`config.mk`:
```
export PLATFORM = sky130hd
export DESIGN_NAME = fifo_arbiter
export DESIGN_NICKNAME = d
export VERILOG_FILES = /design/src/rtl/fifo_arbiter.sv
export SDC_FILE = /design/constraint.sdc
export NUM_CORES = 1
export LEC_CHECK = 0
export CORE_ASPECT_RATIO = 1.5
export CORE_UTILIZATION = 35
export CTS_CLUSTER_SIZE = 25
export DETAILED_ROUTE_END_ITERATION = 10
export PLACE_DENSITY_LB_ADDON = 0.1
export RECOVER_POWER = 100
export SLEW_MARGIN = 5
export SYNTH_ARGS = -nofsm -noshare
export SYNTH_HDL_FRONTEND = slang
export SYNTH_SLANG_ARGS = --single-unit
```
`constraint.sdc`:
```
create_clock -name clock -period 4.1 [get_ports clock]
set_input_delay 0.615 -clock clock [delete_from_list [all_inputs] [get_ports clock]]
set_output_delay 0.615 -clock clock [all_outputs]
set_load 0.02 [all_outputs]
```
`src/rtl/fifo_arbiter.sv`:
```
// rtl/fifo_arbiter.sv - Rising-edge request arbiter granting requesters in FIFO order
// Optional macro FIFO_ARBITER_DEDUP_EN: skip candidates whose index is already queued.
module fifo_arbiter #(
    parameter int NUM_REQ = 4,
    parameter int QDEPTH  = 4
) (
    input  logic                          clock,
    input  logic                          reset,
    input  logic [NUM_REQ-1:0]            request,
    input  logic                          clr_ovf,
    output logic [NUM_REQ-1:0]            grant_o,
    output logic [$clog2(QDEPTH+1)-1:0]   q_count,
    output logic                          overflow_o
);
    localparam int IW = $clog2(NUM_REQ);
    localparam int PW = $clog2(QDEPTH);
    localparam int CW = $clog2(QDEPTH + 1);

    typedef enum logic [1:0] {
        S_INIT    = 2'd0,
        S_ANALYZE = 2'd1,
        S_ASSIGN  = 2'd2
    } state_t;

    state_t             state_q;
    logic [NUM_REQ-1:0] ru_q;
    logic [NUM_REQ-1:0] fu_q;
    logic [NUM_REQ-1:0] grant_q;
    logic [NUM_REQ-1:0] grant_o_q;
    logic [IW-1:0]      queue_q [QDEPTH];
    logic [PW-1:0]      head_q;
    logic [PW-1:0]      tail_q;
    logic [CW-1:0]      count_q;
    logic               overflow_q;

    logic [NUM_REQ-1:0] new_d;
    logic               cand_vld_d;
    logic [IW-1:0]      cand_idx_d;
    logic               cand_dup_d;
    logic [NUM_REQ-1:0] head_onehot_d;

    function automatic logic [PW-1:0] ptr_inc(input logic [PW-1:0] p);
        return (p == PW'(QDEPTH - 1)) ? '0 : p + PW'(1);
    endfunction

    // Only the lowest newly-risen index competes; the rest of the rising set is dropped.
    always_comb begin
        new_d      = ru_q & ~fu_q;
        cand_vld_d = |new_d;
        cand_idx_d = '0;
        for (int i = NUM_REQ - 1; i >= 0; i--) begin
            if (new_d[i]) cand_idx_d = IW'(i);
        end
    end

`ifdef FIFO_ARBITER_DEDUP_EN
    logic [PW-1:0] dup_ptr;

    // Walk the valid entries from head so stale slots beyond count are ignored.
    always_comb begin
        cand_dup_d = 1'b0;
        dup_ptr    = head_q;
        for (int k = 0; k < QDEPTH; k++) begin
            if ((CW'(k) < count_q) && (queue_q[dup_ptr] == cand_idx_d)) cand_dup_d = 1'b1;
            dup_ptr = ptr_inc(dup_ptr);
        end
    end
`else
    always_comb begin
        cand_dup_d = 1'b0;
    end
`endif

    always_comb begin
        head_onehot_d = '0;
        head_onehot_d[queue_q[head_q]] = 1'b1;
    end

    always_ff @(posedge clock or negedge reset) begin
        if (!reset) begin
            state_q    <= S_INIT;
            ru_q       <= '0;
            fu_q       <= '0;
            grant_q    <= '0;
            grant_o_q  <= '0;
            head_q     <= '0;
            tail_q     <= '0;
            count_q    <= '0;
            overflow_q <= 1'b0;
            for (int i = 0; i < QDEPTH; i++) queue_q[i] <= '0;
        end else begin
            // A drop later in this block overrides the clear.
            if (clr_ovf) overflow_q <= 1'b0;
            case (state_q)
                S_INIT: begin
                    ru_q    <= request;
                    state_q <= S_ANALYZE;
                end
                S_ANALYZE: begin
                    grant_o_q <= grant_q;
                    fu_q      <= ru_q;
                    if (cand_vld_d && !cand_dup_d) begin
                        if (count_q < CW'(QDEPTH)) begin
                            queue_q[tail_q] <= cand_idx_d;
                            tail_q          <= ptr_inc(tail_q);
                            count_q         <= count_q + CW'(1);
                        end else begin
                            overflow_q <= 1'b1;
                        end
                    end
                    state_q <= S_ASSIGN;
                end
                S_ASSIGN: begin
                    if (|fu_q) begin
                        if (count_q != '0) begin
                            grant_q <= head_onehot_d;
                            head_q  <= ptr_inc(head_q);
                            count_q <= count_q - CW'(1);
                        end else begin
                            grant_q <= '0;
                        end
                    end
                    ru_q    <= request;
                    state_q <= S_ANALYZE;
                end
                default: state_q <= S_INIT;
            endcase
        end
    end

    assign grant_o    = grant_o_q;
    assign q_count    = count_q;
    assign overflow_o = overflow_q;

endmodule
```
== Yosys cells after proc, flatten, opt, wreduce, memory -nomap -nowiden ==
Cells that the tools add are included.
Storage, ports and cells
  register bits after elaboration: 34
  input port bits: 7
  output and inout port bits: 8
Operators by class
  add/subtract/negate cells: 4
  reductions and logical operators: 12
  magnitude comparators: 6
  equality and inequality tests: 8
  bitwise gates (word level): 4
  multiplexer cells: 25
Operators by type and width (count)
  $mux 2: 9
  $mux 3: 4
  $bwmux 8: 1
  $ne 2x2->1 const B: 4
  $reduce_or 4->1: 2
  $eq 2x2->1 const B: 3
  $ge 3x3->1 const B: 2
  $not 2->3: 2
  $pmux 3 s2: 1
  $reduce_and 3->1: 2
  $mux 1: 5
  $reduce_and 5->1: 1
  $add 2x1->2 const B: 2
  $and 4x4->4: 1
  $bmux 2 s2: 1
  $demux 2 s2: 1
  $mux 4: 1
  $not 4->4: 1
  $pmux 2 s2: 1
  $add 3x1->3 const B: 1
  $lt 2x3->1 const B: 1
  $lt 3x1->1 const B: 1
  $lt 3x3->1 const B: 1
  $reduce_bool 3->1: 1
  9 further kinds: 10

== Longest topological paths before layout ==
Gate-level depths: netlist of the first run.
  depth in word-level cells: 9
  depth in mapped cells: 7
  mapped depth without buffers: 7

== Worst setup path before layout of the first run ==
No wires, ideal clock.
  kind: register -> register
  from: reg state_q[0]
  to: reg count_q[2] (netlist: q_count[2])
  stages on the path, launching flop included: 8
  path slack: 2.247 ns
  arrival: 1.770 ns
  setup time: 0.083 ns
  required time: 4.017 ns
  cell sequence: dfrtp_1 > inv_1 > ha_1 > inv_1 > fa_1 > xor2_1 > a2111o_1 > o21ai_0
On the way
  word-level cells in the longest chain between the ends: 3
  elaborated cells between the ends (all ways): 9
  those cells by class: eq/ne: 6; mux: 1; reduce/logical: 2
Ends and longest elaborated chain
  from (decl): line 25  | state_t state_q;
  from (signal assigned): line 81  | state_q <= S_INIT;
  from (signal assigned): line 97  | state_q <= S_ANALYZE;
  from (signal assigned): line 111  | state_q <= S_ASSIGN;
  $eq 2x2->1 / $eq 2x1->1 (equally long branches): line 94  | case (state_q)
  $ne 2x2->1 (no line) / $reduce_bool 2->1 (equally long branches)
  $reduce_and 5->1 (no line)
  to (signal assigned): line 106  | count_q <= count_q + CW'(1);
  to (signal assigned): line 118  | count_q <= count_q - CW'(1);
  to (decl): line 33  | logic [CW-1:0] count_q;
Several ways; a longest one is shown, not always the timed one.
A chain may end at the register's enable or synchronous reset.

==> results of run 1 <==
cell usage in the layout (no fill, tap or decap), types with 2 or more instances in the layout:
| master | netlist | layout |
|---|---|---|
| dfrtp_1 | 34 | 34 |
| mux2_2 | 23 | 23 |
| ha_1 | 10 | 10 |
| inv_1 | 9 | 9 |
| dlygate4sd3_1 | 0 | 9 |
| nor2_1 | 7 | 7 |
| clkbuf_8 | 0 | 5 |
| clkdlybuf4s50_1 | 0 | 5 |
| o41ai_1 | 2 | 4 |
| nor3_1 | 4 | 4 |
| nor3b_1 | 0 | 4 |
| o21ai_0 | 3 | 3 |
| nand2_1 | 3 | 3 |
| a21oi_1 | 1 | 2 |
| mux4_2 | 2 | 2 |
| clkinv_2 | 0 | 2 |
cell type report:
class	count	share of cell area [%]
Multi-Input combinational cell	80	38.6
Clock inverter	2	0.518
Timing Repair Buffer	15	7.44
Sequential cell	34	44.0
Clock buffer	5	3.56
Tap cell	64	4.14
Inverter	9	1.75
power by group through the flow:
stage	combinational (W)	clock, W	sequential (W)
3_3_place_gp	0.000402	0	0.000539
6_report	0.000388	0.000229	0.000530
4_1_cts	0.000416	0.000239	0.000537
3_5_place_dp	0.000415	0	0.000543
5_1_grt	0.000426	0.000259	0.000548
2_1_floorplan	0.000260	0	0.000546
metrics by stage:
step	cell area [µm²]	total power, W	hold WS (ns)	cells
2_1_floorplan	1700	0.000806	0.319	125
3_5_place_dp	1920	0.000958	0.464	202
6_report	1930	0.00115	0.477	209
3_3_place_gp	1920	0.000941	0.466	202
5_1_grt	1930	0.00123	0.513	209
4_1_cts	2000	0.00119	0.480	209
cells in the mapped netlist (2+ instances only):
cell     instances  area (µm²)
nor2b_2          2        17.5
nor3b_2          4        50.1
o41ai_1          2        17.5
o21ai_0          3        15.0
mux4_2           2        45.0
dfrtp_1         34         851
o41ai_4          2        55.1
nor3_1           4        20.0
inv_1            9        33.8
ha_1            10         125
nor2_1           7        26.3
mux2_2          23         259
nand2_1          3        11.3
path summary, 6_finish.rpt:
path,slack (ns),start,to
setup reg to reg,1.84,state_q[1]$_DFF_PN0_,queue_q[2]$_DFFE_PN0P_
min in group asynchronous,1.37,reset,tail_q[1]$_DFFE_PN0P_
hold reg to reg,0.48,grant_q[1]$_DFFE_PN0P_,grant_q[1]$_DFFE_PN0P_
hold / removal,0.48,grant_q[1]$_DFFE_PN0P_,grant_q[1]$_DFFE_PN0P_
setup / recovery,1.66,reset,head_q[0]$_DFFE_PN0P_
max in group clock,1.84,state_q[1]$_DFF_PN0_,queue_q[2]$_DFFE_PN0P_
logic make-up (layout without fill, tap and decap cells):
group	Yosys count	in the layout	synth area share, %
AOI/OAI and AO/OA	14	14	8.52
and+or+nand+nor	27	27	11.0
xor gates and xnor gates	2	2	1.03
adders and majority gates	11	11	8.52
buffers and inverters	11	31	2.50
muxes	26	26	18.4
DFF	34	34	50.0
registers in the layout (all words and copies together), names as in the netlist, 3 cells and up:
register and count:
fu_q 4, grant_o 4, grant_q 4, q_count 3, queue_q 8, ru_q 4
routing by layer:
metal  up-vias  global-route usage [%]
li1        486                       -
met1       512                    15.9
met2        14                    24.3
met3         4                    4.61
met4         0                    5.84
met5         -                       0
==> flow_summary.toml, run 1 <==
[layout]
fin_nets = 163
fin_util_pct = 42.2
antenna_cells = 0
n_fill_cell = 451
seqCellArea_um2 = 851
syn_to_final_growth_pct = 13.5
final_layout_size_suffix_gt1_share_pct = 25.5
multi_input_area_um2 = 746

[worst_setup_path]
path_delay_family = "buffers and inverters"
cp.depth = 2
cp_cell_sequence = "dlygate4sd3_1, clkbuf_1"
endpoint_kind = "async pin"
required_ns = 4.14
arrival_ns = 2.48
crit_path_top_delay_cell = "clkbuf_1"
slowest_delay_ns = 1.33
r2r_cells = 5
critPathLaunchType = "primary input"
crit_type = "in -> async"
cp_max_fo = 34
worstPathBufferInverterCount = 2

[drt]
drtIter0Drc = 14
dr_wl_met3_um = 108
wire_per_inst_um = 14.6
m1WireLength_mm = 1.30
drcViolationCount = 0
ant_nets = 0
wirelength_mm = 3.06
vias = 1016
topRoutingLayerUsed = "met4"
wl_met2_mm = 1.61
via_per_inst = 4.86
drtPass1Iterations = 4

[synth]
yosys_warnings = 0
ys_ff_latch = 34
ys_types = 33
syn-num-nets = 143
postSynth.asyncResetShare_pct = 100
synth-edff-count = 0
synthesis.area_um2 = 1700
syn_inst = 125
synth-seq-area-share_pct = 50.0
syn_area_per_cell_um2 = 13.6
synth_ff_type = "dfrtp_1"

[die]
die_h_um = 87.4
die_x_um = 59.0
die_area_um2 = 5150
core_um2 = 4580
io_pins = 15
placementRows = 30
start_util_pct = 37.2

[sta]
fmax_mhz = 410
clock_skew_ns = 0.00385
final_hold_viol_count = 0
tns_ns = 0
finalMaxSlewViolations = 35
rsz0062_at_grt = "no"
setup_viol = 0
fin_crit_sh_pct = 59.5
min_period_ns = 2.44
fin_ws_ns = 1.66
slew_headroom_pct = -23.8
tightest_slew_ns = 1.86

[pwr]
pwr-share-clk_pct = 20.0
swShare_pct = 33.6
peakVddDrop_mv = 0.186
combPwrFrac_pct = 33.8
p_per_area_nw_per_um2 = 593
intPower_w = 0.000762
switchingPower_w = 0.000385
power_frac_seq_pct = 46.2
p_leak_nw = 0.858

[clock_tree]
holdBufCountCts = 0
numCtsBuffers = 5
cts_max_level = 2
cts.reportedPaths.clkPinSlew_ns = 0.07
ctsResizeCount = 0
cts_tree = "built"
cts_setup_buffers = 0
clock-sinks = 34
clock_latency_ns = 0.28
cts_max_path_buffers = 2
cts-root-buf = "clkbuf_8"

[grt]
grt_pass1_vias = 1103
grt_max_degree = 35
grt_pass1_wl_mm = 5.29
gr-usage-all-layers_pct = 14.2
antenna_found_initial = 0
grt-ovfl-total = 0

[status]
failed_checks = "max-capacitance violations, max-slew violations"
status = "complete, but fails checks"

[worst_hold_path]
hp-class = "reg -> reg"
min_path_cells = 2

[placed_design]
place.gp.congestion = 0.727
io_buffers = 14
hpwl_mm = 2.28
dp_slack_ns = 1.96

[job]
cap_violations = 1
No activity file was read; power rests on OpenSTA's default activity.
==> run 2: changes to the inputs <==
==> constraint.sdc (replaced) <==
create_clock -name clock -period 2.4 [get_ports clock]
set_input_delay 0.36 -clock clock [delete_from_list [all_inputs] [get_ports clock]]
set_output_delay 0.36 -clock clock [all_outputs]
set_load 0.02 [all_outputs]
==> run 2 against run 1 <==
The run now ends clean. Power is 74% higher. Die area is the same. Sequential share of layout area is 1.1 points lower. First-iteration DRC count grew to 2.7 times the previous value. Design area grew 2.5%. Register-to-register slack worse by 1.5 ns. Hold slack better by 0.0071 ns. Core utilization is 1.0 points higher. Worst setup slack lost 1.3 ns. Flip-flop and latch count stayed put. Critical path type is now reg -> reg.
==> flow_summary.toml, run 2 (same netlist as run 1, synthesis figures left out) <==
[clock_tree]
clock_latency_ns = 0.28
numCtsBuffers = 5
cts_max_level = 2
cts-root-buf = "clkbuf_8"
ctsResizeCount = 0
cts_setup_buffers = 0
holdBufCountCts = 0
cts.reportedPaths.clkPinSlew_ns = 0.07
cts_tree = "built"
cts_max_path_buffers = 2
clock-sinks = 34

[layout]
layout_commonest_cell = "dfrtp_1"
fin_nets = 164
final_layout_size_suffix_gt1_share_pct = 27.9
layout_common_cells = "dfrtp_1 (34), mux2_2 (23), ha_1 (10)"
syn_to_final_growth_pct = 16.3
antenna_cells = 0
n_fill_cell = 454
largest_register_ffs = 8
top_register = "queue_q"

[die]
core_um2 = 4580
placementRows = 30
die_area_um2 = 5150
io_pins = 15
die_h_um = 87.4
start_util_pct = 37.2
die_x_um = 59.0

[drt]
drtIter0Drc = 38
via_per_inst = 4.86
wirelength_mm = 3.06
vias = 1025
ant_nets = 0
drcViolationCount = 0
drtPass1Iterations = 2
wire_per_inst_um = 14.5

[placed_design]
dp_slack_ns = 0.416
place.gp.congestion = 0.760
hpwl_mm = 2.34
io_buffers = 14

[grt]
grt_pass1_vias = 1164
grt-ovfl-total = 0
grt_pass1_wl_mm = 5.38
grt_max_degree = 35
gr-usage-all-layers_pct = 14.4
antenna_found_initial = 0

[sta]
rsz0062_at_grt = "no"
tns_ns = 0
fin_ws_ns = 0.386
hold_slack_ns = 0.484
slew_headroom_pct = 43.4
fmax_mhz = 497
setup_viol = 0
fin_crit_sh_pct = 83.9
finalMaxSlewViolations = 0
tightest_slew_ns = 0.848
min_period_ns = 2.01
clock_skew_ns = 0.00498
final_hold_viol_count = 0

[worst_setup_path]
crit_start = "state_q[0]$_DFF_PN0_"
critPathLaunchType = "flop"
r2r-end = "q_count[0]$_DFFE_PN0P_"
critPathCapture = "q_count[0]$_DFFE_PN0P_"
required_ns = 2.56
r2r_slack_ns = 0.39
regToRegStartpoint = "state_q[0]$_DFF_PN0_"
cp_max_fo = 5
crit_type = "reg -> reg"
r2r_cells = 6
arrival_ns = 2.18
endpoint_kind = "flop"

[pwr]
power_frac_seq_pct = 45.7
p_total_w = 0.00199
p_leak_nw = 0.873
intPower_w = 0.00134
peakVddDrop_mv = 0.392
p_per_area_nw_per_um2 = 1010
switchingPower_w = 0.000660
swShare_pct = 33.1
combPwrFrac_pct = 32.5
pwr-share-clk_pct = 21.7

[worst_hold_path]
hp-class = "reg -> reg"
min_path_cells = 2

[status]
status = "completed"

[job]
cap_violations = 0
==> run 2: cell count changes in the layout (fill, tap and decap cells not counted) <==
cell | before | now
o41ai_1 | 4 | 2
o41ai_4 | 0 | 1
clkbuf_2 | 0 | 1
clkinv_2 | 2 | 1
o41ai_2 | 0 | 1
clkinvlp_4 | 0 | 1
clkbuf_8 | 5 | 6
==> run 2: power groups by stage <==
stage / clock (W) / sequential, W / combinational, W
after CTS: 0.000453 / 0.000924 / 0.000697
after global placement: 0 / 0.000920 / 0.000681
after floorplan: 0 / 0.000932 / 0.000444
after detailed placement: 0 / 0.000934 / 0.000699
final: 0.000434 / 0.000912 / 0.000649
after global routing: 0.000478 / 0.000946 / 0.000727
==> run 2: cell type report <==
type                       instances  area (µm²)  share of cell area (%)
multi-input combinational         80         772                    39.0
sequential                        34         851                    43.0
tap                               64        80.1                    4.04
inverter                           9        33.8                    1.71
clock inverter                     2        12.5                   0.632
clock buffer                       6        82.6                    4.17
timing repair buffer              16         149                    7.52
==> run 2: metal layers <==
layer  wire length (µm)  GRT usage, %
met1               1290          16.5
met2               1650          25.0
met3                 88          4.01
met4                 33          5.19
met5                  0             0
==> run 2: worst min-delay path by stage <==
| stage | start | end |
|---|---|---|
| finish | grant_q[1]$_DFFE_PN0P_ | grant_q[1]$_DFFE_PN0P_ |
| global route | grant_q[3]$_DFFE_PN0P_ | grant_q[3]$_DFFE_PN0P_ |
| CTS | grant_q[0]$_DFFE_PN0P_ | grant_q[0]$_DFFE_PN0P_ |
| detailed placement | grant_q[0]$_DFFE_PN0P_ | grant_q[0]$_DFFE_PN0P_ |
| global placement | grant_q[0]$_DFFE_PN0P_ | grant_q[0]$_DFFE_PN0P_ |
| floorplan | reset | fu_q[0]$_DFFE_PN0N_ |
==> run 2: worst max-delay path, stage by stage (launching register included) <==
cell and delay [ns]:
dfrtp_1 0.42, inv_1 0.10, ha_1 0.29, or4b_2 0.62
o211ai_1 0.17, a21oi_1 0.13, xnor2_1 0.17
==> run 2: per-stage QoR <==
stage	instance area (µm²)	std cells	utilization, %
6_report	1980	211	43.3
5_1_grt	1980	211	43.3
4_1_cts	2020	211	44.2
3_5_place_dp	1930	203	42.1
3_3_place_gp	1930	203	42.1
2_1_floorplan	1700	125	-
==> RTL edit 1 (config.mk and constraints of run 2) <==
Build with the macro `FIFO_ARBITER_DEDUP_EN` defined.
--- a/src/rtl/fifo_arbiter.sv
+++ b/src/rtl/fifo_arbiter.sv
@@ -1,5 +1,7 @@
 // rtl/fifo_arbiter.sv - Rising-edge request arbiter granting requesters in FIFO order
 // Optional macro FIFO_ARBITER_DEDUP_EN: skip candidates whose index is already queued.
+`define FIFO_ARBITER_DEDUP_EN
+
 module fifo_arbiter #(
     parameter int NUM_REQ = 4,
     parameter int QDEPTH  = 4
Function: no difference found for any inputs over 10 cycles, from zero or initial values and one cycle with reset low; that may be too few to reach the edited logic, so the function may still have changed.
==> RTL edit 1 against run 2 <==
- the run now ends with setup timing left
- worst setup slack got worse by 0.69 ns
- clock skew about the same
- routed wire length increased by 37%
- die area increased by 21%
- sequential cell count unchanged
- synthesized area increased by 21%
- first-iteration DRC count increased by 130%
- via count increased by 44%
- cell area increased by 30%
- critical path type unchanged
Power is not compared: it rests on default switching activity, and its combinational part moved more than twofold at a synthesized area within 25%.
==> RTL edit 1: results (changes against run 2) <==
[metrics] run status: complete, but fails checks
[metrics] violated checks: setup timing
[metrics] buffer levels on the longest clock path: 2 (unchanged)
[metrics] clock network power share: 13.2%
[metrics] gp weighted congestion: 0.816 (+7.3%)
[metrics] share of final-layout standard cells stronger than drive strength 1: 29.4% (+1.5 points)
[metrics] sequential fraction of the synthesis area: 41.2% (-8.7 points)
[metrics] WL/cell: 14.9 µm (+2.9%)
[metrics] worst slew pin tran: 0.856 ns (+0.00791 ns)
[metrics] fillers: 520 (+15%)
[metrics] number of nets in the synthesized netlist: 200 (+40%)
[metrics] maximum vdd drop: around 0.53 mV
[metrics] total negative setup slack: -3.70 ns (-3.70 ns)
[metrics] cell-internal power: 1.99 mW
[metrics] Largest delay share family, worst path: multiplexers
[metrics] minimum setup slack after placement: -0.319 ns (-0.736 ns)
[metrics] Cell variety after synth: 39 (+18%)
[metrics] predominant post-synthesis flop cell: dfrtp_1
[metrics] Worst path slowest cell: mux4_2
[metrics] instance area at placement: 0.00240 mm² (+24%)
[metrics] max reg flops: 8 (unchanged)
[metrics] Worst Path Arrival: 2.87 ns (+0.69 ns)
[metrics] instance count after placement with tap cells included: 272 (+34%)
[metrics] root buf cell: clkbuf_8
[metrics] setup violators final: 14 (+14)
[metrics] most instantiated cells after synthesis: 34 x dfrtp_1, 17 x mux2_2, 15 x nand2_1
[metrics] via density per instance: 5.26 (+8.3%)
[metrics] Crit Path Max Fanout: 6 (+1)
[metrics] delay of the slowest critical-path stage: 0.54 ns (-0.08 ns)
[metrics] Total Nets Final: 231 (+41%)
[metrics] wire length of the first global-routing pass: 7.21 mm (+34%)
[metrics] top post-synthesis cells by area: dfrtp_1 41%, mux2_2 9.3%, ha_1 8.5%, mux4_1 6.4%, mux2_1 3.3%
[metrics] iteration-0 DRC count of the detailed router: 88 (+130%)
[metrics] top register by number of flip-flops: queue_q
[metrics] number of detailed-routing iterations run before antenna repair: 4 (+2)
[metrics] source-to-sink clock delay at the later pin of the worst-skew pair: 0.28 ns (about the same)
[metrics] total global routing track utilization: 16.0% (+1.6 points)
[metrics] Worst Clk Skew: 0.00497 ns (-0.00000719 ns)
[metrics] Syn. warnings: 0 (unchanged)
[metrics] final hold slack: 0.488 ns (+0.00454 ns)
[metrics] detailed placer's ending HPWL: 3.15 mm (+35%)
[metrics] antenna diode count: 0 (unchanged)
[metrics] deepest level of the CTS H-tree: 2 (unchanged)
[metrics] via count: 1479 (+44%)
[metrics] Reg clk slew, reported paths: 0.07 ns (about the same)
[metrics] Worst Slack Setup Final: -0.299 ns (-0.685 ns)
[metrics] post-synthesis cell count: 179 (+43%)
## RTL edit 1: area by class of cell
cell class | count | area [µm²] | share of cell area [%]
Timing Repair Buffer | 31 | 282 | 10.9
Clock buffer | 7 | 86.3 | 3.35
Inverter | 11 | 41.3 | 1.60
Clock inverter | 1 | 5.00 | 0.194
Multi-Input combinational cell | 127 | 1220 | 47.4
Tap cell | 70 | 87.6 | 3.40
Sequential cell | 34 | 852 | 33.1
## RTL edit 1: worst paths after layout
path,startpoint,end,cells after the start
max in group asynchronous,reset,head_q[0]$_DFFE_PN0P_,2
hold reg to reg,grant_q[0]$_DFFE_PN0P_,grant_q[0]$_DFFE_PN0P_,2
hold / removal,grant_q[0]$_DFFE_PN0P_,grant_q[0]$_DFFE_PN0P_,2
setup / recovery,head_q[0]$_DFFE_PN0P_,queue_q[4]$_DFFE_PN0P_,9
setup reg to reg,head_q[0]$_DFFE_PN0P_,queue_q[4]$_DFFE_PN0P_,9
min in group asynchronous,reset,ru_q[0]$_DFFE_PN0P_,2
## RTL edit 1: kinds of logic (layout without fill, tap and decap cells)
group           count (synthesis)  after routing  synth area share, %
mux                            31             31                 22.2
xor+xnor                        6              6                 2.55
simple gates                   51             51                 13.1
flops                          34             34                 41.2
buf+inv                        18             50                 3.70
compound gates                 25             25                 8.73
fa+ha+maj                      14             14                 8.49
## RTL edit 1: routing by layer
| layer | GRT usage (%) | vias to the layer above | share of wire (%) |
|---|---|---|---|
| li1 | - | 713 | - |
| met4 | 7.78 | 0 | 2.3 |
| met5 | 0 | - | 0 |
| met2 | 29.0 | 27 | 54 |
| met3 | 3.91 | 8 | 2.9 |
| met1 | 17.1 | 731 | 40 |
## RTL edit 1: repair_timing
item,CTS,global route
pin swaps,3,2
buffers inserted,0,1
cloned,0,0
setup endpoints to repair,14,14
resized for setup,14,5
==> RTL edit 2 (settings of run 2) <==
Without the edit above. Re-encode `state_t` (3 states) as one-hot, 3 bits wide.
--- a/src/rtl/fifo_arbiter.sv
+++ b/src/rtl/fifo_arbiter.sv
@@ -16,10 +16,10 @@
     localparam int PW = $clog2(QDEPTH);
     localparam int CW = $clog2(QDEPTH + 1);
 
-    typedef enum logic [1:0] {
-        S_INIT    = 2'd0,
-        S_ANALYZE = 2'd1,
-        S_ASSIGN  = 2'd2
+    typedef enum logic [2:0] {
+        S_INIT    = 3'b001,
+        S_ANALYZE = 3'b010,
+        S_ASSIGN  = 3'b100
     } state_t;
 
     state_t             state_q;
Check against the original RTL: no difference found for any inputs over 10 cycles, from zero or initial values and one cycle with reset low; not proved beyond that.
==> RTL edit 2 against run 2 <==
- the flow now finishes with violations (DRC)
- utilization up 0.23 points
- cell area down 6.0%
- combinational power down 4.2%
- total power down 0.41%
- sequential cell count up 1
- routed wire length down 11%
- synthesized area down 7.3%
- worst setup slack better by 0.0034 ns
- critical path type unchanged
- highest routed layer unchanged
==> RTL edit 2: results (changes against run 2) <==
[metrics] run status: complete, but fails checks
[metrics] violated checks: DRC
[metrics] sequential fraction of the synthesis area: 55.6% (+5.6 points)
[metrics] area taken by flip-flops and latches: 877 µm² (+3.1%)
[metrics] multi-input gate share of total cell area: 35.0% (-4.0 points)
[metrics] minimum setup slack after placement: 0.606 ns (+0.189 ns)
[metrics] met3 usage in global routing: 4.16% (+0.15 points)
[metrics] Flop pwr share: 45.4% (-0.3 points)
[metrics] Final clock-cell share: 5.38% (+0.58 points)
[metrics] relative area change from synthesis to final layout: 18.0%
[metrics] instance count after placement with tap cells included: 180 (-11%)
[metrics] final WL: 2.72 mm (-11%)
[metrics] net switching power of the design: 624 µW (-5.4%)
[metrics] total global routing track utilization: 13.1% (-1.3 points)
[metrics] static leakage power: 0.816 nW (-6.4%)
[metrics] worst slew pin tran: 0.860 ns (+0.0114 ns)
[metrics] Non-CTS buffers: 17 (+1)
[metrics] total number of multi-input combinational cells: 76 (-5.0%)
[metrics] Reg-to-Reg Start: state_q[2]$_DFF_PN0_
[metrics] total combinational power: 622 µW (-4.2%)
[metrics] number of remaining DRC errors: 2 (+2)
[metrics] share of final-layout standard cells stronger than drive strength 1: 23.9% (-3.9 points)
[metrics] adder-cell area share of the yosys netlist: 5.23% (-3.3 points)
[metrics] final hold slack: 0.484 ns (-0.000361 ns)
[metrics] maximum number of pins on one net before global-route repair: 36 (+2.9%)
[metrics] top post-synthesis cells by area: dfrtp_1 54%, mux2_2 16%, ha_1 4.0%, mux4_2 2.9%, nand2_1 2.4%
[metrics] met2 Use GR: 21.2% (-3.8 points)
[metrics] FF-to-FF End: head_q[1]$_DFFE_PN0P_
[metrics] delay of the slowest critical-path stage: 0.64 ns (+0.02 ns)
[metrics] type of the most critical hold path: flop to flop
[metrics] detailed placer's ending HPWL: 1.99 mm (-15%)
[metrics] number of nets in the synthesized netlist: 133 (-7.0%)
[metrics] R2R depth: 3 (-3)
[metrics] via density per instance: 5.11 (+5.2%)
[metrics] multiplexer area fraction after synthesis: 19.2% (+0.75 points)
[metrics] Total Nets Final: 154 (-6.1%)
[metrics] wire length of the first global-routing pass: 4.64 mm (-14%)
[metrics] Layout clock buffers: 8 (+2)
[metrics] fillers: 424 (-6.6%)
[metrics] vias in the first global route: 989 (-15%)
[metrics] sum of routed wire segments on met1: 1.21 mm (-5.8%)
[metrics] final-layout non-clock buffer area share: 8.20% (+0.68 points)
[metrics] iteration-0 DRC count of the detailed router: 37 (-2.6%)
[metrics] Crit Path Max Fanout: 6 (+1)
[metrics] Cell variety after synth: 31 (-6.1%)
[metrics] num sequential: 35 (+2.9%)
[metrics] Worst Clk Skew: 0.00337 ns (-0.00161 ns)
[metrics] fraction of synthesized cell area in xor and xnor cells: 1.67% (+0.64 points)
[metrics] non-clock inverter total of the final layout: 6 (-3)
[metrics] Worst path slowest cell: nor3_1
[metrics] instance area at placement: 0.00178 mm² (-7.5%)
[metrics] post-route insts no fill: 188 (-11%)
[metrics] gp weighted congestion: 0.759 (-0.17%)
[metrics] met1 track demand over resource: 15.5% (-0.99 points)
==> RTL edit 2: worst max-delay path by stage <==
stage | startpoint | to | slack (ns) | depth (start not counted)
2_1_floorplan | state_q[0]$_DFF_PN1_ | q_count[2]$_DFFE_PN0P_ | 0.67 | 6
3_3_place_gp | q_count[2]$_DFFE_PN0P_ | queue_q[2]$_DFFE_PN0P_ | 0.62 | 4
3_5_place_dp | state_q[2]$_DFF_PN0_ | head_q[1]$_DFFE_PN0P_ | 0.61 | 3
4_1_cts | state_q[2]$_DFF_PN0_ | head_q[1]$_DFFE_PN0P_ | 0.58 | 3
5_1_grt | state_q[2]$_DFF_PN0_ | head_q[1]$_DFFE_PN0P_ | 0.25 | 3
6_report | state_q[2]$_DFF_PN0_ | head_q[1]$_DFFE_PN0P_ | 0.39 | 3
==> RTL edit 2: worst min-delay path: stages, from the launching register on <==
cell	delay, ns
dfrtp_1	0.34
nand2_1	0.05
o21ai_0	0.06
